**config.mk**
```make
export PLATFORM = sky130hd
export DESIGN_NAME = ascensor_scan_ctrl
export DESIGN_NICKNAME = d
export VERILOG_FILES = /design/src/rtl/ascensor_scan_ctrl.sv
export SDC_FILE = /design/constraint.sdc
export NUM_CORES = 1
export LEC_CHECK = 0
export CAP_MARGIN = 20
export CORE_MARGIN = 10
export CORE_UTILIZATION = 50
export DETAILED_ROUTE_END_ITERATION = 12
export HOLD_SLACK_MARGIN = 0.15
export PLACE_DENSITY = 0.69
export SLEW_MARGIN = 20
export SYNTH_ARGS = -nofsm -noshare
export SYNTH_HDL_FRONTEND = slang
export SYNTH_SLANG_ARGS = --single-unit
```
**constraint.sdc**
```tcl
create_clock -name clk -period 4.05 [get_ports clk]
set_input_delay 0.6075 -clock clk [delete_from_list [all_inputs] [get_ports clk]]
set_output_delay 0.6075 -clock clk [all_outputs]
set_load 0.005 [all_outputs]
```
**src/rtl/ascensor_scan_ctrl.sv**
```systemverilog
// SCAN elevator car controller: pending-request bitmap, timed travel/doors, door re-open, arrival strobe.
// Optional PARADA_EMERGENCIA_EN adds a 'parada' input that freezes timers and blocks leaving IDLE.
module ascensor_scan_ctrl #(
    parameter int NUM_FLOORS   = 4,
    parameter int FLOOR_W      = 2,
    parameter int TRAVEL_TICKS = 50000000,
    parameter int DOOR_TICKS   = 100000000,
    parameter int CTR_W        = 27,
    parameter int RESET_FLOOR  = 0
) (
    input  logic                  clk,
    input  logic                  rst_n,
`ifdef PARADA_EMERGENCIA_EN
    input  logic                  parada,
`endif
    input  logic [NUM_FLOORS-1:0] req_set,
    output logic [FLOOR_W-1:0]    piso,
    output logic [1:0]            direccion,
    output logic                  puertas_abiertas,
    output logic                  ocupado,
    output logic [NUM_FLOORS-1:0] pendientes,
    output logic                  llegada
);

    typedef enum logic [1:0] {S_IDLE, S_MOVE, S_DOORS} state_t;

    state_t                r_state;
    logic [FLOOR_W-1:0]    r_piso;
    logic [NUM_FLOORS-1:0] r_pend;
    logic [CTR_W-1:0]      r_timer;
    logic                  r_dir_mem;
    logic [1:0]            r_dir;
    logic                  r_puertas;
    logic                  r_ocupado;
    logic                  r_llegada;

    logic                  w_park;
    logic                  w_here, w_up, w_dn, w_idle_up;
    logic                  w_s_here, w_s_up, w_s_dn, w_s_ahead, w_s_behind;
    logic                  w_travel_end, w_door_end, w_reopen, w_enter_doors;
    logic [FLOOR_W-1:0]    w_step_piso, w_door_floor;
    logic [NUM_FLOORS-1:0] w_set, w_clr;

`ifdef PARADA_EMERGENCIA_EN
    assign w_park = parada;
`else
    assign w_park = 1'b0;
`endif

    function automatic logic f_bit(input logic [NUM_FLOORS-1:0] p, input logic [FLOOR_W-1:0] f);
        logic r;
        r = 1'b0;
        for (int i = 0; i < NUM_FLOORS; i++)
            if (int'(f) == i) r = p[i];
        return r;
    endfunction

    function automatic logic f_above(input logic [NUM_FLOORS-1:0] p, input logic [FLOOR_W-1:0] f);
        logic r;
        r = 1'b0;
        for (int i = 0; i < NUM_FLOORS; i++)
            if (i > int'(f)) r = r | p[i];
        return r;
    endfunction

    function automatic logic f_below(input logic [NUM_FLOORS-1:0] p, input logic [FLOOR_W-1:0] f);
        logic r;
        r = 1'b0;
        for (int i = 0; i < NUM_FLOORS; i++)
            if (i < int'(f)) r = r | p[i];
        return r;
    endfunction

    function automatic logic [NUM_FLOORS-1:0] f_onehot(input logic [FLOOR_W-1:0] f);
        logic [NUM_FLOORS-1:0] r;
        r = '0;
        for (int i = 0; i < NUM_FLOORS; i++)
            if (int'(f) == i) r[i] = 1'b1;
        return r;
    endfunction

    // dir_mem always equals the travel direction while in MOVE, so it selects the next floor.
    assign w_step_piso  = r_dir_mem ? r_piso + 1'b1 : r_piso - 1'b1;
    assign w_here       = f_bit(r_pend, r_piso);
    assign w_up         = f_above(r_pend, r_piso);
    assign w_dn         = f_below(r_pend, r_piso);
    assign w_idle_up    = (w_up && w_dn) ? r_dir_mem : w_up;
    assign w_s_here     = f_bit(r_pend, w_step_piso);
    assign w_s_up       = f_above(r_pend, w_step_piso);
    assign w_s_dn       = f_below(r_pend, w_step_piso);
    assign w_s_ahead    = r_dir_mem ? w_s_up : w_s_dn;
    assign w_s_behind   = r_dir_mem ? w_s_dn : w_s_up;
    assign w_travel_end = (r_timer == CTR_W'(TRAVEL_TICKS - 1));
    assign w_door_end   = (r_timer == CTR_W'(DOOR_TICKS - 1));
    assign w_reopen     = (r_state == S_DOORS) && f_bit(req_set, r_piso);

    always_comb begin
        w_set         = req_set;
        w_enter_doors = 1'b0;
        w_door_floor  = r_piso;
        case (r_state)
            S_IDLE:  w_enter_doors = !w_park && w_here;
            S_MOVE: begin
                w_enter_doors = !w_park && w_travel_end && w_s_here;
                w_door_floor  = w_step_piso;
            end
            S_DOORS: begin
                w_set         = req_set & ~f_onehot(r_piso);
                w_enter_doors = !w_park && !w_reopen && w_door_end && w_here;
            end
            default: w_enter_doors = 1'b0;
        endcase
        // Clearing after the OR makes the stop absorb a same-cycle request for its own floor.
        w_clr = w_enter_doors ? f_onehot(w_door_floor) : '0;
    end

    always_ff @(posedge clk or negedge rst_n) begin
        if (!rst_n) begin
            r_state   <= S_IDLE;
            r_piso    <= FLOOR_W'(RESET_FLOOR);
            r_pend    <= '0;
            r_timer   <= '0;
            r_dir_mem <= 1'b1;
            r_dir     <= 2'b00;
            r_puertas <= 1'b0;
            r_ocupado <= 1'b0;
            r_llegada <= 1'b0;
        end else begin
            r_pend    <= (r_pend | w_set) & ~w_clr;
            r_llegada <= w_enter_doors;
            case (r_state)
                S_IDLE: if (!w_park) begin
                    if (w_here) begin
                        r_state   <= S_DOORS;
                        r_timer   <= '0;
                        r_puertas <= 1'b1;
                        r_ocupado <= 1'b1;
                        r_dir     <= 2'b00;
                    end else if (w_up || w_dn) begin
                        r_state   <= S_MOVE;
                        r_timer   <= '0;
                        r_dir_mem <= w_idle_up;
                        r_dir     <= w_idle_up ? 2'b01 : 2'b10;
                        r_ocupado <= 1'b1;
                    end
                end
                S_MOVE: if (!w_park) begin
                    if (w_travel_end) begin
                        r_piso  <= w_step_piso;
                        r_timer <= '0;
                        if (w_s_here) begin
                            r_state   <= S_DOORS;
                            r_puertas <= 1'b1;
                            r_dir     <= 2'b00;
                        end else if (!w_s_ahead) begin
                            if (w_s_behind) begin
                                r_dir_mem <= ~r_dir_mem;
                                r_dir     <= r_dir_mem ? 2'b10 : 2'b01;
                            end else begin
                                r_state   <= S_IDLE;
                                r_ocupado <= 1'b0;
                                r_dir     <= 2'b00;
                            end
                        end
                    end else begin
                        r_timer <= r_timer + 1'b1;
                    end
                end
                S_DOORS: if (w_reopen) begin
                    r_timer <= '0;
                end else if (!w_park) begin
                    if (w_door_end) begin
                        r_timer <= '0;
                        if (w_here) begin
                            r_puertas <= 1'b1;
                        end else if (w_up || w_dn) begin
                            r_state   <= S_MOVE;
                            r_puertas <= 1'b0;
                            r_dir_mem <= w_idle_up;
                            r_dir     <= w_idle_up ? 2'b01 : 2'b10;
                        end else begin
                            r_state   <= S_IDLE;
                            r_puertas <= 1'b0;
                            r_ocupado <= 1'b0;
                        end
                    end else begin
                        r_timer <= r_timer + 1'b1;
                    end
                end
                default: r_state <= S_IDLE;
            endcase
        end
    end

    assign piso             = r_piso;
    assign direccion        = r_dir;
    assign puertas_abiertas = r_puertas;
    assign ocupado          = r_ocupado;
    assign pendientes       = r_pend;
    assign llegada          = r_llegada;

endmodule

```
==> key figures, run 1 <==
STA
  – Final worst slack: 0.4505 ns
  – Max-slew violation count: 0
  – Fin crit period: 3.600 ns
  – Setup_tns: 0 ns
  – Max Freq: 0.2778 GHz
  – Hold Fails Final Rpt: 0
  – Slew headroom: 0.3679
  – RSZ-0062 raised after global routing: no
  – Least-Margin Pin Slew: 0.9481 ns
  – Final worst path period share: 0.8888
  – Layout Skew: 0.007828 ns
  – Final setup vio count: 0

Setup path
  – Reg-to-Reg End: direccion[1]
  – Worst reg-to-reg path cell count: 8
  – Req. time, crit path: 4.23 ns
  – R2R Path Start: piso[0]
  – Worst path slowest cell: dfrtp_1
  – Crit path kind: flip-flop to flip-flop
  – Crit path max-delay family: compound AO/OA/AOI/OAI gates
  – Reg2reg setup slack: 0.45 ns
  – Worst path bufs/invs: 1
  – Cell-by-cell trace of the critical path: clkinv_1 -> ha_1 -> a211oi_1 -> a221oi_1 -> or4_4 -> a211oi_1 -> and3_1 -> mux2_1
  – Crit path DAT: 3.78 ns
  – Startpoint Class: flip-flop
  – CP peak stage delay: 0.61 ns
  – Worst Setup End Kind: flip-flop
  – CP max FO: 14
  – CP dominant cell by count: a211oi_1

Synthesis
  – Mapped Nets: 379
  – Async SR Flop Fraction: 1.000
  – Seq/Total Area, Yosys: 0.3400
  – Post-synthesis cell type count: 70
  – #FFs+latches synth: 41
  – Yosys top cell by area: dfrtp_1
  – Synth warnings: 0
  – Mapped Cells: 362
  – Syn_area_per_cell: 8.347 sq um
  – EDFF count, synth: 0
  – Area contributors post-synth: dfrtp_1, nand2_1, nand3_1
  – Synth top area share: 0.3313
  – Ys flop type: dfrtp_1
  – Mapped Area: 3022 sq um

Floorplan
  – Top-level I/O count: 17
  – Die area: 9553 sq um
  – DIE WIDTH: 97.74 microns
  – Die height: 97.74 microns
  – Initial Util: 0.5134
  – CORE AREA: 5886 sq um
  – Row Count: 28

Clock tree
  – Clock root buffer: clkbuf_8
  – Reg clk slew, reported paths: 0.08 ns
  – Num CTS Buffers: 5
  – Clock Sinks: 41
  – CTS max path bufs: 2
  – Post-CTS Setup Repair Bufs: 0
  – H-tree depth: 2
  – Resized cells post-CTS: 0
  – Clock latency on the worst-skew pair: 0.29 ns
  – Cts hold-fix bufs: 0
  – CTS tree: built

Placed design
  – Placed Cells: 439
  – I/O Buffers: 16
  – Post-detail-place hpwl: 5146 microns
  – Placed Area: 3203 sq um
  – Pre-CTS setup slack: 0.5253 ns
  – Gpl congestion: 0.9274

Pwr
  – VDD IR max: 0.3637 mV
  – Leakage: 0.001272 uW
  – Pwr/cell area: 521.8 nW/um^2

Global route
  – First-pass GRT wire length: 12,330 microns
  – Initial antenna violation count: 0
  – Total global routing track utilization: 0.1487
  – Grt ovf: 0
  – Largest net degree at the start of global routing: 42
  – Vias in the first global route: 2,529

Detailed routing
  – Avg WL per Cell: 16.27 microns
  – DRC: 0
  – Post-DR vias/cell: 6.157
  – Final WL: 7274 microns
  – Detailed router's first-iteration violation count: 156
  – 1st-pass router iterations: 5
  – Antenna violation net count after detailed routing: 0
  – Vias: 2,752

Job
  – Max-Cap Viols: 0

Hold path
  – Class of the worst hold path: input port to async pin

Cells and area
  – Number of diodes: 0
  – Final #Nets: 388
  – Share of cells above drive strength 1: 0.09409
  – Post-route cell area: 3319 sq um
  – Area Growth Syn to Fin: 9.855%
  – Post-route insts no fill: 447
  – Fill count: 543

Run status
  – Status: finished clean
[final cells by class]
cell class	count	area [sq um]	share of cell area
Clock buffer	7	86.33	0.02601
Clock inverter	1	30.03	0.009046
Inverter	14	52.55	0.01583
Multi-Input combinational cell	289	1844	0.5556
Sequential cell	41	1027	0.3095
Tap cell	75	93.84	0.02827
Timing Repair Buffer	20	185.2	0.05579
[power by group]
part / internal (uW) / switching [uW]
logic: 337 / 517
registers: 464 / 64.5
clock network: 201 / 148
[routing by layer]
metal | share of wire | up-vias | global-route usage
met5 | 0 | - | 0
met4 | 0.013 | 0 | 0.04810
met3 | 0.035 | 10 | 0.02748
met2 | 0.48 | 48 | 0.2443
met1 | 0.47 | 1316 | 0.1922
li1 | - | 1378 | -
[stage by stage]
stage | power (uW) | hold WS (ns) | util
6_report | 1732 | 0.4496 | 0.5640
5_1_grt | 1854 | 0.5230 | 0.5640
4_1_cts | 1741 | 0.4947 | 0.5640
3_5_place_dp | 1386 | 0.4873 | 0.5442
3_3_place_gp | 1377 | 0.4872 | 0.5442
2_1_floorplan | 1146 | 0.3119 | -
[cell usage in the layout (no fill, tap or decap), types with 4 or more instances in the layout]
| cell | count |
|---|---|
| dfrtp_1 | 40 |
| buf_4 | 4 |
| nand2b_1 | 4 |
| inv_1 | 13 |
| and3_1 | 5 |
| clkbuf_8 | 6 |
| or2_2 | 5 |
| nor2_1 | 11 |
| clkdlybuf4s50_1 | 15 |
| a211o_1 | 4 |
| ha_1 | 11 |
| nand4_1 | 10 |
| a211oi_1 | 4 |
| and4_1 | 5 |
| o21ai_0 | 14 |
| nand2_1 | 56 |
| a31oi_1 | 4 |
| nor3_1 | 5 |
| o311ai_0 | 8 |
| or3_1 | 13 |
| a21oi_1 | 23 |
| nand3_1 | 40 |
[logic make-up after synthesis]
kind of cell	share of synthesized area
mux	0.02691
buf+inv	0.05093
xor+xnor	0.008697
simple gates	0.3230
compound gates	0.2050
flops	0.3400
fa+ha+maj	0.04555
[sequential cells by signal (all words and copies together) (netlist names)]
name and flops:
puertas_abiertas 1, r_state 2, r_dir_mem 1, piso 2, pendientes 4, r_timer 27
direccion 2, llegada 1, ocupado 1
[synth_stat cells, drive strengths merged (3+ instances only)]
master,count
nand4,10
o21ai,14
buf,6
or3,14
clkbuf,12
nand3,41
and4,7
nor3,5
and2,4
inv,13
dfrtp,40
a21oi,24
nand2,56
a211oi,4
nand3b,3
a31oi,4
a211o,4
or4,3
o22ai,3
and3,6
nor2b,3
nand2b,4
o211ai,4
ha,11
or2,6
o311ai,8
mux2,4
nor2,11
[how the worst max path moves through the flow]
stage                  from      endpoint  slack, ns  cells past startpoint
detailed placement  piso[0]  direccion[1]       0.53                      8
global placement    piso[0]  direccion[1]       0.61                      8
finish              piso[0]  direccion[1]       0.45                      8
floorplan           piso[0]  direccion[1]       0.88                     10
CTS                 piso[0]  direccion[1]       0.50                      8
global route        piso[0]  direccion[1]       0.20                      8
Note: power is estimated with default switching activity, not from simulation.
==> run 2: changes to the inputs <==
Settings changed: REMOVE_ABC_BUFFERS from default to 1.
==> run 2 against run 1 <==
Cell area shrank 0.11%. Die area stayed put. Worst hold slack lost 0.018 ns. Critical endpoint unchanged. Maximum frequency rose by 12%. Global-route usage grew 0.59 points. Highest routed layer unchanged.
==> key figures, run 2 (synthesized netlist as in run 1, its figures left out) <==
Placed design
  – Gpl congestion: 0.9011 (-2.8%)
  – Pre-CTS setup slack: 0.8368 ns (+0.3115 ns)
  – Post-detail-place hpwl: 5362 microns (+4.2%)
  – I/O Buffers: 16 (unchanged)
  – Placed Area: 3203 sq um (unchanged)

STA
  – Fin crit period: 3.200 ns (-0.3995 ns)
  – Final setup vio count: 0 (unchanged)
  – Hold Fails Final Rpt: 0 (unchanged)
  – Final worst slack: 0.8500 ns (+0.3995 ns)
  – Max-slew violation count: 0 (unchanged)
  – Layout Skew: 0.008552 ns (+0.0007238 ns)
  – RSZ-0062 raised after global routing: no
  – Worst hold slack: 0.4319 ns (-0.01772 ns)
  – Max Freq: 0.3125 GHz (+12%)
  – Final worst path period share: 0.7901 (-0.09864)
  – Setup_tns: 0 ns (unchanged)
  – Slew headroom: 0.3760 (+0.008075)
  – Least-Margin Pin Slew: 0.9360 ns (-0.01211 ns)

Pwr
  – Flop pwr share: 0.307 (+0.002)
  – Design Power: 1725 uW (-0.43%)
  – Internal power: 976.5 uW (-2.6%)
  – Clock power frac: 0.200 (-0.002)
  – Sw Share: 0.4338 (+0.01252)
  – Comb power frac: 0.494 (about the same)
  – Leakage: 0.001272 uW (about the same)
  – VDD IR max: 0.3827 mV (+5.2%)
  – Pwr/cell area: 520.1 nW/um^2 (-0.32%)
  – Net Switching: 748.1 uW (+2.5%)

Cells and area
  – Post-route cell area: 3316 sq um (-0.11%)
  – Number of diodes: 0 (unchanged)
  – Number of flip-flops under the largest register name: 27 (unchanged)
  – Commonest non-fill, non-tap cell in the layout: nand2_1
  – Top reg by flops: r_timer
  – Final #Nets: 388 (unchanged)
  – Fill count: 545 (+0.37%)
  – Share of cells above drive strength 1: 0.09677 (+0.002688)
  – Area Growth Syn to Fin: 9.731%
  – Most frequent cells in the layout: nand2_1, nand3_1, dfrtp_1, a21oi_1, clkdlybuf4s50_1

Setup path
  – CP max FO: 10 (-4)
  – Cell-by-cell trace of the critical path: clkinv_1 -> ha_1 -> a211oi_1 -> a221oi_1 -> or4_4 -> a211oi_1 -> and3_1 -> mux2_1
  – Worst path bufs/invs: 1 (unchanged)
  – Crit path DAT: 3.39 ns (-0.39 ns)
  – Worst Setup End Kind: flip-flop
  – Crit path kind: flip-flop to flip-flop
  – Startpoint Class: flip-flop
  – Worst path slowest cell: or4_4
  – CP dominant cell by count: a211oi_1
  – Crit path max-delay family: compound AO/OA/AOI/OAI gates
  – Req. time, crit path: 4.24 ns (about the same)
  – CP peak stage delay: 0.60 ns (about the same)

Global route
  – Vias in the first global route: 2,517 (-0.47%)
  – Total global routing track utilization: 0.1546 (+0.005900)
  – First-pass GRT wire length: 12,720 microns (+3.1%)
  – Initial antenna violation count: 0 (unchanged)
  – Grt ovf: 0 (unchanged)
  – Largest net degree at the start of global routing: 42 (unchanged)

Floorplan
  – CORE AREA: 5886 sq um (unchanged)
  – Die area: 9553 sq um (unchanged)
  – DIE WIDTH: 97.74 microns (unchanged)
  – Row Count: 28 (unchanged)
  – Die height: 97.74 microns (unchanged)
  – Top-level I/O count: 17 (unchanged)
  – Initial Util: 0.5134 (unchanged)

Detailed routing
  – Met1 wire length: 3542 microns (+3.6%)
  – 1st-pass router iterations: 5 (unchanged)
  – Detailed router's first-iteration violation count: 185 (+19%)
  – Final WL: 7531 microns (+3.5%)
  – Wire length on met2: 3549 microns (+1.2%)
  – Met3 wire len: 346 microns (+36%)
  – Post-DR vias/cell: 6.369 (+3.5%)
  – Avg WL per Cell: 16.85 microns (+3.5%)
  – Uppermost layer routed: met4
  – DRC: 0 (unchanged)
  – Vias: 2,847 (+3.5%)
  – Antenna violation net count after detailed routing: 0 (unchanged)

Clock tree
  – Resized cells post-CTS: 0 (unchanged)
  – H-tree depth: 2 (unchanged)
  – Reg clk slew, reported paths: 0.08 ns (about the same)
  – CTS max path bufs: 2 (unchanged)
  – Cts hold-fix bufs: 0 (unchanged)
  – CTS tree: built
  – Clock root buffer: clkbuf_8
  – Clock Sinks: 41 (unchanged)
  – Post-CTS Setup Repair Bufs: 0 (unchanged)
  – Clock latency on the worst-skew pair: 0.30 ns (about the same)
  – Num CTS Buffers: 5 (unchanged)

Hold path
  – Class of the worst hold path: input port to async pin

Job
  – Max-Cap Viols: 0 (unchanged)

Run status
  – Status: finished clean
[run 2: cell types whose count changed in the layout (fill, tap and decap cells not counted)]
cell,previous run,this run
clkbuf_1,1,0
clkinv_2,0,1
clkbuf_8,6,5
inv_6,0,1
[run 2: area by class of cell]
class	count	area, sq um	share of cell area
timing repair buffer	20	185.2	0.05585
sequential	41	1027	0.3098
multi-input combinational	289	1844	0.5562
tap	75	93.84	0.02830
inverter	14	52.55	0.01585
clock buffer	5	68.82	0.02075
clock inverter	3	43.79	0.01321
[run 2: stage by stage]
step,util,cells
6_report,0.5634,447
5_1_grt,0.5634,447
4_1_cts,0.5634,447
3_5_place_dp,0.5442,439
3_3_place_gp,0.5442,439
2_1_floorplan,-,344
[run 2: layer usage]
metal,vias up,track usage
met2,77,0.2427
li1,1385,-
met5,-,0
met1,1377,0.2096
met3,8,0.02889
met4,0,0.04810
[run 2: path summary, 6_finish.rpt]
kind	start	endpoint	slack [ns]	depth (start not counted)
max	piso[0]	direccion[1]	0.85	8
min	rst_n	piso[0]	0.43	1
max reg2reg	piso[0]	direccion[1]	0.85	8
min reg2reg	direccion[0]	direccion[0]	0.51	1
max in group asynchronous	rst_n	r_timer[1]	3.02	1
min in group clk	direccion[0]	direccion[0]	0.51	1
[run 2: worst reg2reg max path, cell delays in order, from the launching register on]
cell,delay [ns]
dfrtp_1,0.35
clkinv_1,0.27
ha_1,0.38
a211oi_1,0.29
a221oi_1,0.18
or4_4,0.61
a211oi_1,0.43
and3_1,0.26
mux2_1,0.32
[run 2: power groups by stage]
stage | combinational, uW | clock, uW | sequential [uW]
global placement | 840 | 0 | 534
CTS | 846 | 351 | 528
global route | 936 | 369 | 539
detailed placement | 843 | 0 | 537
floorplan | 567 | 0 | 521
finish | 851 | 344 | 529
